File: src/rtl/mem_port_arbiter_if.sv
// Requester/RAM bundle for mem_port_arbiter: fetch port (I), load/store port (D), RAM port.
// slave is the arbiter's view; master is the requester/RAM side.
interface mem_port_arbiter_if #(
    parameter int ADDR_W = 24
);
    logic              i_req;
    logic [ADDR_W-1:0] i_addr;
    logic              i_ack;
    logic [31:0]       i_rdata;

    logic              d_req;
    logic [ADDR_W-1:0] d_addr;
    logic [31:0]       d_wdata;
    logic [3:0]        d_wmask;
    logic              d_ack;
    logic [31:0]       d_rdata;

    logic [ADDR_W-3:0] mem_addr;
    logic [31:0]       mem_wdata;
    logic [3:0]        mem_wmask;
    logic              mem_rstrb;
    logic [31:0]       mem_rdata;

    modport slave (
        input  i_req, i_addr,
        output i_ack, i_rdata,
        input  d_req, d_addr, d_wdata, d_wmask,
        output d_ack, d_rdata,
        output mem_addr, mem_wdata, mem_wmask, mem_rstrb,
        input  mem_rdata
    );

    modport master (
        output i_req, i_addr,
        input  i_ack, i_rdata,
        output d_req, d_addr, d_wdata, d_wmask,
        input  d_ack, d_rdata,
        input  mem_addr, mem_wdata, mem_wmask, mem_rstrb,
        output mem_rdata
    );
endinterface

File: src/rtl/mem_port_arbiter.sv
// Round-robin arbiter sharing one fixed-latency single-port RAM between the instruction-fetch
// port (read-only) and the load/store port; one transaction outstanding at a time.
module mem_port_arbiter #(
    parameter int ADDR_W     = 24,
    parameter int RD_LATENCY = 1
) (
    input  logic              CLK,
    input  logic              RESET,
    mem_port_arbiter_if.slave bus
);

    localparam logic [1:0] S_IDLE  = 2'd0;
    localparam logic [1:0] S_ISSUE = 2'd1;
    localparam logic [1:0] S_WAIT  = 2'd2;
    localparam logic [1:0] S_ACK   = 2'd3;

    // WAIT lasts RD_LATENCY-1 cycles; the counter is loaded with RD_LATENCY-2 and exits at zero.
    localparam int               CNT_W     = (RD_LATENCY > 3) ? $clog2(RD_LATENCY - 1) : 1;
    localparam logic [CNT_W-1:0] WAIT_INIT = (RD_LATENCY > 1) ? CNT_W'(RD_LATENCY - 2) : '0;

    logic [1:0]        state_q,     state_d;
    logic              gnt_d_q,     gnt_d_d;
    logic              prio_d_q,    prio_d_d;
    logic              is_wr_q,     is_wr_d;
    logic [3:0]        wmask_q,     wmask_d;
    logic [CNT_W-1:0]  cnt_q,       cnt_d;
    logic [ADDR_W-3:0] mem_addr_q,  mem_addr_d;
    logic [31:0]       mem_wdata_q, mem_wdata_d;

    logic start;
    logic sel_d;
    logic sel_wr;
    logic in_ack;

    logic unused_addr_lsbs;
    assign unused_addr_lsbs = ^{bus.i_addr[1:0], bus.d_addr[1:0]};

    always_comb begin
        state_d     = state_q;
        gnt_d_d     = gnt_d_q;
        prio_d_d    = prio_d_q;
        is_wr_d     = is_wr_q;
        wmask_d     = wmask_q;
        cnt_d       = cnt_q;
        mem_addr_d  = mem_addr_q;
        mem_wdata_d = mem_wdata_q;
        start       = 1'b0;
        sel_d       = 1'b0;
        sel_wr      = 1'b0;

        case (state_q)
            S_IDLE: begin
                if (bus.i_req || bus.d_req) begin
                    start = 1'b1;
                    sel_d = bus.d_req && (!bus.i_req || prio_d_q);
                end
            end
            S_ISSUE: begin
                if (is_wr_q || RD_LATENCY == 1) begin
                    state_d = S_ACK;
                end else begin
                    state_d = S_WAIT;
                    cnt_d   = WAIT_INIT;
                end
            end
            S_WAIT: begin
                if (cnt_q == '0) state_d = S_ACK;
                else             cnt_d   = cnt_q - CNT_W'(1);
            end
            S_ACK: begin
                // Only the other port may chain straight into ISSUE; the acked port's req is stale.
                state_d = S_IDLE;
                if (gnt_d_q ? bus.i_req : bus.d_req) begin
                    start = 1'b1;
                    sel_d = !gnt_d_q;
                end
            end
            default: state_d = S_IDLE;
        endcase

        if (start) begin
            sel_wr     = sel_d && (bus.d_wmask != 4'b0000);
            state_d    = S_ISSUE;
            gnt_d_d    = sel_d;
            prio_d_d   = !sel_d;
            is_wr_d    = sel_wr;
            wmask_d    = sel_wr ? bus.d_wmask : '0;
            mem_addr_d = sel_d ? bus.d_addr[ADDR_W-1:2] : bus.i_addr[ADDR_W-1:2];
            if (sel_wr) mem_wdata_d = bus.d_wdata;
        end
    end

    always_ff @(posedge CLK or negedge RESET) begin
        if (!RESET) begin
            state_q     <= S_IDLE;
            gnt_d_q     <= 1'b0;
            prio_d_q    <= 1'b0;
            is_wr_q     <= 1'b0;
            wmask_q     <= '0;
            cnt_q       <= '0;
            mem_addr_q  <= '0;
            mem_wdata_q <= '0;
        end else begin
            state_q     <= state_d;
            gnt_d_q     <= gnt_d_d;
            prio_d_q    <= prio_d_d;
            is_wr_q     <= is_wr_d;
            wmask_q     <= wmask_d;
            cnt_q       <= cnt_d;
            mem_addr_q  <= mem_addr_d;
            mem_wdata_q <= mem_wdata_d;
        end
    end

    assign in_ack = (state_q == S_ACK);

    assign bus.mem_addr  = mem_addr_q;
    assign bus.mem_wdata = mem_wdata_q;
    assign bus.mem_wmask = (state_q == S_ISSUE) ? wmask_q : '0;
    assign bus.mem_rstrb = (state_q == S_ISSUE) && !is_wr_q;

    assign bus.i_ack   = in_ack && !gnt_d_q;
    assign bus.d_ack   = in_ack && gnt_d_q;
    assign bus.i_rdata = (in_ack && !gnt_d_q) ? bus.mem_rdata : '0;
    assign bus.d_rdata = (in_ack && gnt_d_q && !is_wr_q) ? bus.mem_rdata : '0;

endmodule
File: src/flat_wrapper.sv
// flat-port wrapper written by rule: the top's interface ports become plain ports
module mem_port_arbiter_flat 
#(
    parameter int ADDR_W     = 24,
    parameter int RD_LATENCY = 1
)
  (CLK, RESET, bus_i_req, bus_i_addr, bus_i_ack, bus_i_rdata, bus_d_req, bus_d_addr, bus_d_wdata, bus_d_wmask, bus_d_ack, bus_d_rdata, bus_mem_addr, bus_mem_wdata, bus_mem_wmask, bus_mem_rstrb, bus_mem_rdata);
  mem_port_arbiter_if #(.ADDR_W(ADDR_W)) bus_i ();
  input  logic CLK;
  input  logic RESET;
  input wire logic [$bits(bus_i.i_req)-1:0] bus_i_req;
  input wire logic [$bits(bus_i.i_addr)-1:0] bus_i_addr;
  output wire logic [$bits(bus_i.i_ack)-1:0] bus_i_ack;
  output wire logic [$bits(bus_i.i_rdata)-1:0] bus_i_rdata;
  input wire logic [$bits(bus_i.d_req)-1:0] bus_d_req;
  input wire logic [$bits(bus_i.d_addr)-1:0] bus_d_addr;
  input wire logic [$bits(bus_i.d_wdata)-1:0] bus_d_wdata;
  input wire logic [$bits(bus_i.d_wmask)-1:0] bus_d_wmask;
  output wire logic [$bits(bus_i.d_ack)-1:0] bus_d_ack;
  output wire logic [$bits(bus_i.d_rdata)-1:0] bus_d_rdata;
  output wire logic [$bits(bus_i.mem_addr)-1:0] bus_mem_addr;
  output wire logic [$bits(bus_i.mem_wdata)-1:0] bus_mem_wdata;
  output wire logic [$bits(bus_i.mem_wmask)-1:0] bus_mem_wmask;
  output wire logic [$bits(bus_i.mem_rstrb)-1:0] bus_mem_rstrb;
  input wire logic [$bits(bus_i.mem_rdata)-1:0] bus_mem_rdata;
  assign bus_i.i_req = bus_i_req;
  assign bus_i.i_addr = bus_i_addr;
  assign bus_i_ack = bus_i.i_ack;
  assign bus_i_rdata = bus_i.i_rdata;
  assign bus_i.d_req = bus_d_req;
  assign bus_i.d_addr = bus_d_addr;
  assign bus_i.d_wdata = bus_d_wdata;
  assign bus_i.d_wmask = bus_d_wmask;
  assign bus_d_ack = bus_i.d_ack;
  assign bus_d_rdata = bus_i.d_rdata;
  assign bus_mem_addr = bus_i.mem_addr;
  assign bus_mem_wdata = bus_i.mem_wdata;
  assign bus_mem_wmask = bus_i.mem_wmask;
  assign bus_mem_rstrb = bus_i.mem_rstrb;
  assign bus_i.mem_rdata = bus_mem_rdata;
  mem_port_arbiter #(.ADDR_W(ADDR_W), .RD_LATENCY(RD_LATENCY)) u_core (.CLK(CLK), .RESET(RESET), .bus(bus_i));
endmodule
File: config.mk
export PLATFORM = sky130hd
export DESIGN_NAME = mem_port_arbiter_flat
export DESIGN_NICKNAME = d
export VERILOG_FILES = /design/src/rtl/mem_port_arbiter_if.sv /design/src/rtl/mem_port_arbiter.sv /design/src/flat_wrapper.sv
export SDC_FILE = /design/constraint.sdc
export NUM_CORES = 1
export LEC_CHECK = 0
export CAP_MARGIN = 20
export CELL_PAD_IN_SITES_DETAIL_PLACEMENT = 2
export CELL_PAD_IN_SITES_GLOBAL_PLACEMENT = 2
export CORE_MARGIN = 3
export CORE_UTILIZATION = 19
export DETAILED_ROUTE_END_ITERATION = 10
export PLACE_DENSITY_LB_ADDON = 0.1
export SETUP_SLACK_MARGIN = 0.4
export SYNTH_ARGS = -nofsm -noshare
export SYNTH_HDL_FRONTEND = slang
export SYNTH_SLANG_ARGS = --single-unit
File: constraint.sdc
create_clock -name CLK -period 5.3 [get_ports CLK]
set_input_delay 0.795 -clock CLK [delete_from_list [all_inputs] [get_ports CLK]]
set_output_delay 0.795 -clock CLK [all_outputs]
set_load 0.02 [all_outputs]
== Yosys cells after proc, flatten, opt, wreduce, memory -nomap -nowiden ==
Index checks and enable logic that the tools add are counted.
Operators by class
  reduce and logical (&&, ||, !) cells: 17
  $add $sub $neg: 1
  mux-type cells: 16
  equality and inequality tests: 4
Operators by type and width (count)
  32-bit two-way mux: 2
  22-bit two-way mux: 1
  4-bit two-way mux: 2
  4-bit nonzero test: 2
  1-bit logical AND: 6
  1-bit two-way mux: 6
  2-bit case mux with 3 select lines: 1
  2-bit equality test (second input constant): 2
  1-bit logical NOT: 4
  2-bit two-way mux: 2
  1-bit case mux with 2 select lines: 2
  2-bit AND reduction: 2
  3-bit inequality test (second input constant): 1
  2-bit by 1-bit equality test with 1-bit output (second input constant): 1
  2-bit logical NOT: 1
  1-bit logical OR: 2
  1-bit subtractor (second input constant): 1
Storage, ports and cells
  output and inout bits: 125
  input bits: 120
  register bits after elaboration: 64

== Longest topological paths before layout ==
  depth after elaboration: 7
  depth in mapped cells: 8
  gate-level depth less buffers: 6

== Least setup slack after synthesis ==
Ideal clock, no wire load.
  kind: register to output
  start point: register u_core.state_q[0]
  end point: output bus_d_rdata[10]
  buffers on the path: 1
  setup slack: 2.953 ns
  arrival: 1.552 ns
  stages on the path, launching flop included: 6
  data required time: 4.505 ns
  cell sequence: dfrtp_1 -> ha_1 -> and2_1 -> nor2b_1 -> clkbuf_1 -> and2_1
On the way
  cells in the longest elaborated chain, start to end: 4
RTL lines
  start: declaration: RTL line mem_port_arbiter.sv:21  | logic [1:0] state_q, state_d;
  start signal: assignment: RTL line mem_port_arbiter.sv:104  | state_q <= state_d;
  2-bit equality test: RTL line mem_port_arbiter.sv:115  | assign in_ack = (state_q == S_ACK);
  1-bit logical AND
  via bus_d_ack: RTL line flat_wrapper.sv:19  | output wire logic [$bits(bus_i.d_ack)-1:0] bus_d_ack;
  1-bit logical AND: RTL line mem_port_arbiter.sv:125  | assign bus.d_rdata = (in_ack && gnt_d_q && !is_wr_q) ? bus.mem_rdata : '0;
  32-bit two-way mux: RTL line mem_port_arbiter.sv:125
  end: declaration: RTL line flat_wrapper.sv:20  | output wire logic [$bits(bus_i.d_rdata)-1:0] bus_d_rdata;
The timed path passes the listed nets, and every way through them passes these cells.

== Worst setup path after layout ==
  start point: register u_core.state_q[0]
  end point: output bus_d_rdata[18]
On the way
  cells in the longest elaborated chain, start to end: 4
RTL lines (RTL line)
  2-bit equality test: mem_port_arbiter.sv:115
  1-bit logical AND (2 in series): mem_port_arbiter.sv:125
  32-bit two-way mux: mem_port_arbiter.sv:125
No other way between the ends.

==> impl_metrics.tcl <==
set metrics [dict create \
    hold_buffers 0 \
    cp_max_fo 32 \
    r2r_cells 6 \
    grt_pass1_wl_mm 19.00 \
    wl_mm 12.39 \
    setup_tns_ns 0 \
    layout_commonest_cell "clkdlybuf4s50_1" \
    p_per_area_mw_per_mm2 557.6 \
    rsz0062_at_grt "false" \
    synthCells 286 \
    cp.required_ns 4.51 \
    post-route-period-util_pct 59.49 \
    worst_setup_path_start_kind "flip-flop" \
    status "finished clean" \
    cts_resized 0 \
    fillers 1721 \
    dp_slack_ns 1.908 \
    portBuffers 240 \
    final_layout_size_suffix_gt1_share_pct 10.40 \
    wire_per_inst_um 16.63 \
    synth-seq-cells 63 \
    grt_max_degree 64 \
    relSlewSlack_pct 42.08 \
    muxShareOfSynthArea_pct 18.88 \
    clockRootBuffer "clkbuf_16" \
    ys_types 24 \
    min_path_type "reg -> reg" \
    vias_per_cell 4.071 \
    clockBufferDepth 2 \
    drt_iter0_markers 18 \
    finalMaxSlewViolations 0 \
    rows 46 \
    grt_pass1_vias 3346 \
    timing.final.ws_setup_ns 2.147 \
    dr.pass1.iters 3 \
    pin_count 245 \
    fmax_ghz 0.3171 \
    min_path_cells 2 \
    worst_pin_slew_ns 0.8689 \
    synth_top_family_by_area "simple AND/OR/NAND/NOR gates" \
    yosysSeqAreaShare_pct 50.40 \
    htreeDepth 3 \
    critPathKind "reg -> out" \
    gp_congestion 0.7224 \
    die_w_um 134.3 \
    cp.arrival_ns 2.36 \
    power_w 0.003390 \
    gr-total-overflow 0 \
    n_antenna_cell 0 \
    vdd.ir_drop.worst_v 0.0002067 \
    dp.final_hpwl_mm 9.820 \
    die_area_mm2 0.01804 \
    hold_violations 0 \
    drv_cap 0 \
    synth_nets 409 \
    synth-simple-area-share_pct 19.20 \
    cp-end-kind "primary output" \
    cts_setup_buffers 0 \
    initial_core_util_pct 19.55 \
    synthAdderAreaFrac_pct 1.200 \
    setup_viol 0 \
    ys_warn_count 0 \
    layout.nets 647 \
    numCtsBuffers 9 \
    cts.sinks 63 \
    track_usage_pct 13.44 \
    mostFrequentLayoutCells "clkdlybuf4s50_1 (239), and2_1 (69), dfrtp_1 (63)" \
    utilization_pct 38.00 \
    min_period_ns 3.153 \
    fin_skew_ns 0.006982 \
    synth_compound_gate_area_share_pct 6.160 \
    antenna_found_initial 0 \
    design.core.area_mm2 0.01600 \
    drc 0 \
    synth_area_per_cell_um2 10.94 \
    leakage_nw 2.606 \
    area_growth_pct 94.36 \
    syn-cell-area_mm2 0.003128 \
    clkTransAtPathRegs_ns 0.06 \
    ant_nets 0 \
    clk_latency_ns 0.33 \
    die_height_um 134.3 \
    cts_tree "yes" \
    vias 3033 \
    synth_xor_area_share_pct 0 \
]
==> worst max-delay path, cell delays in order (launching register included) <==
cell,delay (ns)
dfrtp_1,0.40
ha_1,0.25
and2_1,0.17
nor2b_1,0.13
buf_4,0.27
and2_1,0.19
clkdlybuf4s50_1,0.61
==> per-layer routing <==
layer / global-route usage, % / wire, um / vias up
li1: - / - / 1425
met1: 14.46 / 4838 / 1442
met2: 23.97 / 6102 / 157
met3: 6.152 / 1330 / 9
met4: 3.394 / 121 / 0
met5: 0 / 0 / -
==> cell usage after synthesis <==
cell       count  area, um2
nand2_1       27      101.4
o31ai_1        4      30.03
mux2_1         3      33.78
ha_1           3      37.54
and2b_2        1      8.760
buf_2          2      10.01
nor2b_1        3      18.77
a21o_1         2      15.01
nor4_1         1      6.260
mux2i_1       23      230.2
buf_4          3      22.52
inv_1          7      26.28
o21ai_0       24      120.1
clkbuf_1      10      37.54
dfrtp_1       63       1577
nand2b_1       1      6.260
nor2_1         3      11.26
buf_6          3      33.78
mux2_2        29      326.6
nor3_4         1      16.27
o22a_1         1      8.760
a2bb2oi_1      1      8.760
and2_1        69      431.7
a21oi_1        2      10.01
==> sequential cells by signal, summed over array words and instances (netlist names) <==
name,cells
u_core.bus.mem_wdata,32
u_core.is_wr_q,1
u_core.bus.mem_addr,22
u_core.gnt_d_q,1
u_core.prio_d_q,1
u_core.state_q,2
u_core.wmask_q,4
==> cell families (layout without fill, tap and decap cells) <==
logic type | count (synthesis) | in the layout
flip-flops | 63 | 63
adder cells (fa/ha/maj) | 3 | 3
buffers and inverters | 25 | 268
AND/OR/NAND/NOR | 106 | 106
multiplexers | 55 | 55
AO/OA/AOI/OAI | 34 | 34
==> through the flow <==
| step | hold slack, ns | std cells | cell area [um2] |
|---|---|---|---|
| after floorplan | 0.4402 | 286 | 3128 |
| after global placement | 0.4548 | 729 | 5748 |
| after detailed placement | 0.4699 | 729 | 5748 |
| after CTS | 0.4841 | 745 | 6080 |
| after global routing | 0.5123 | 745 | 6080 |
| final | 0.4736 | 745 | 6080 |
==> where the power goes <==
part / leakage, nW / internal, W / total, W / switching, W
clock network: 0.155 / 0.000427 / 0.000654 / 0.000227
registers: 0.781 / 0.000717 / 0.000839 / 0.000121
logic: 1.67 / 0.000925 / 0.00190 / 0.000972
==> cell type report <==
cell class                 count  area [um2]  share of cell area, %
timing repair buffer         245        2435                  40.05
sequential                    63        1577                  25.93
multi-input combinational    198        1440                  23.69
tap                          216       270.3                  4.445
clock buffer                  10       239.0                  3.931
clock inverter                 6       92.59                  1.523
inverter                       7       26.28                 0.4322
==> worst paths after layout <==
path / startpoint / to / slack [ns]
min in group asynchronous: RESET / u_core.bus.mem_addr[1] / 0.65
worst min-delay path: u_core.wmask_q[1] / u_core.wmask_q[1] / 0.47
worst min register to register: u_core.wmask_q[1] / u_core.wmask_q[1] / 0.47
max in group asynchronous: RESET / u_core.wmask_q[1] / 4.06
worst max-delay path: u_core.state_q[0] / bus_d_rdata[18] / 2.15
worst max register to register: u_core.state_q[0] / u_core.bus.mem_wdata[25] / 2.50
(Power assumes the default switching activity.)
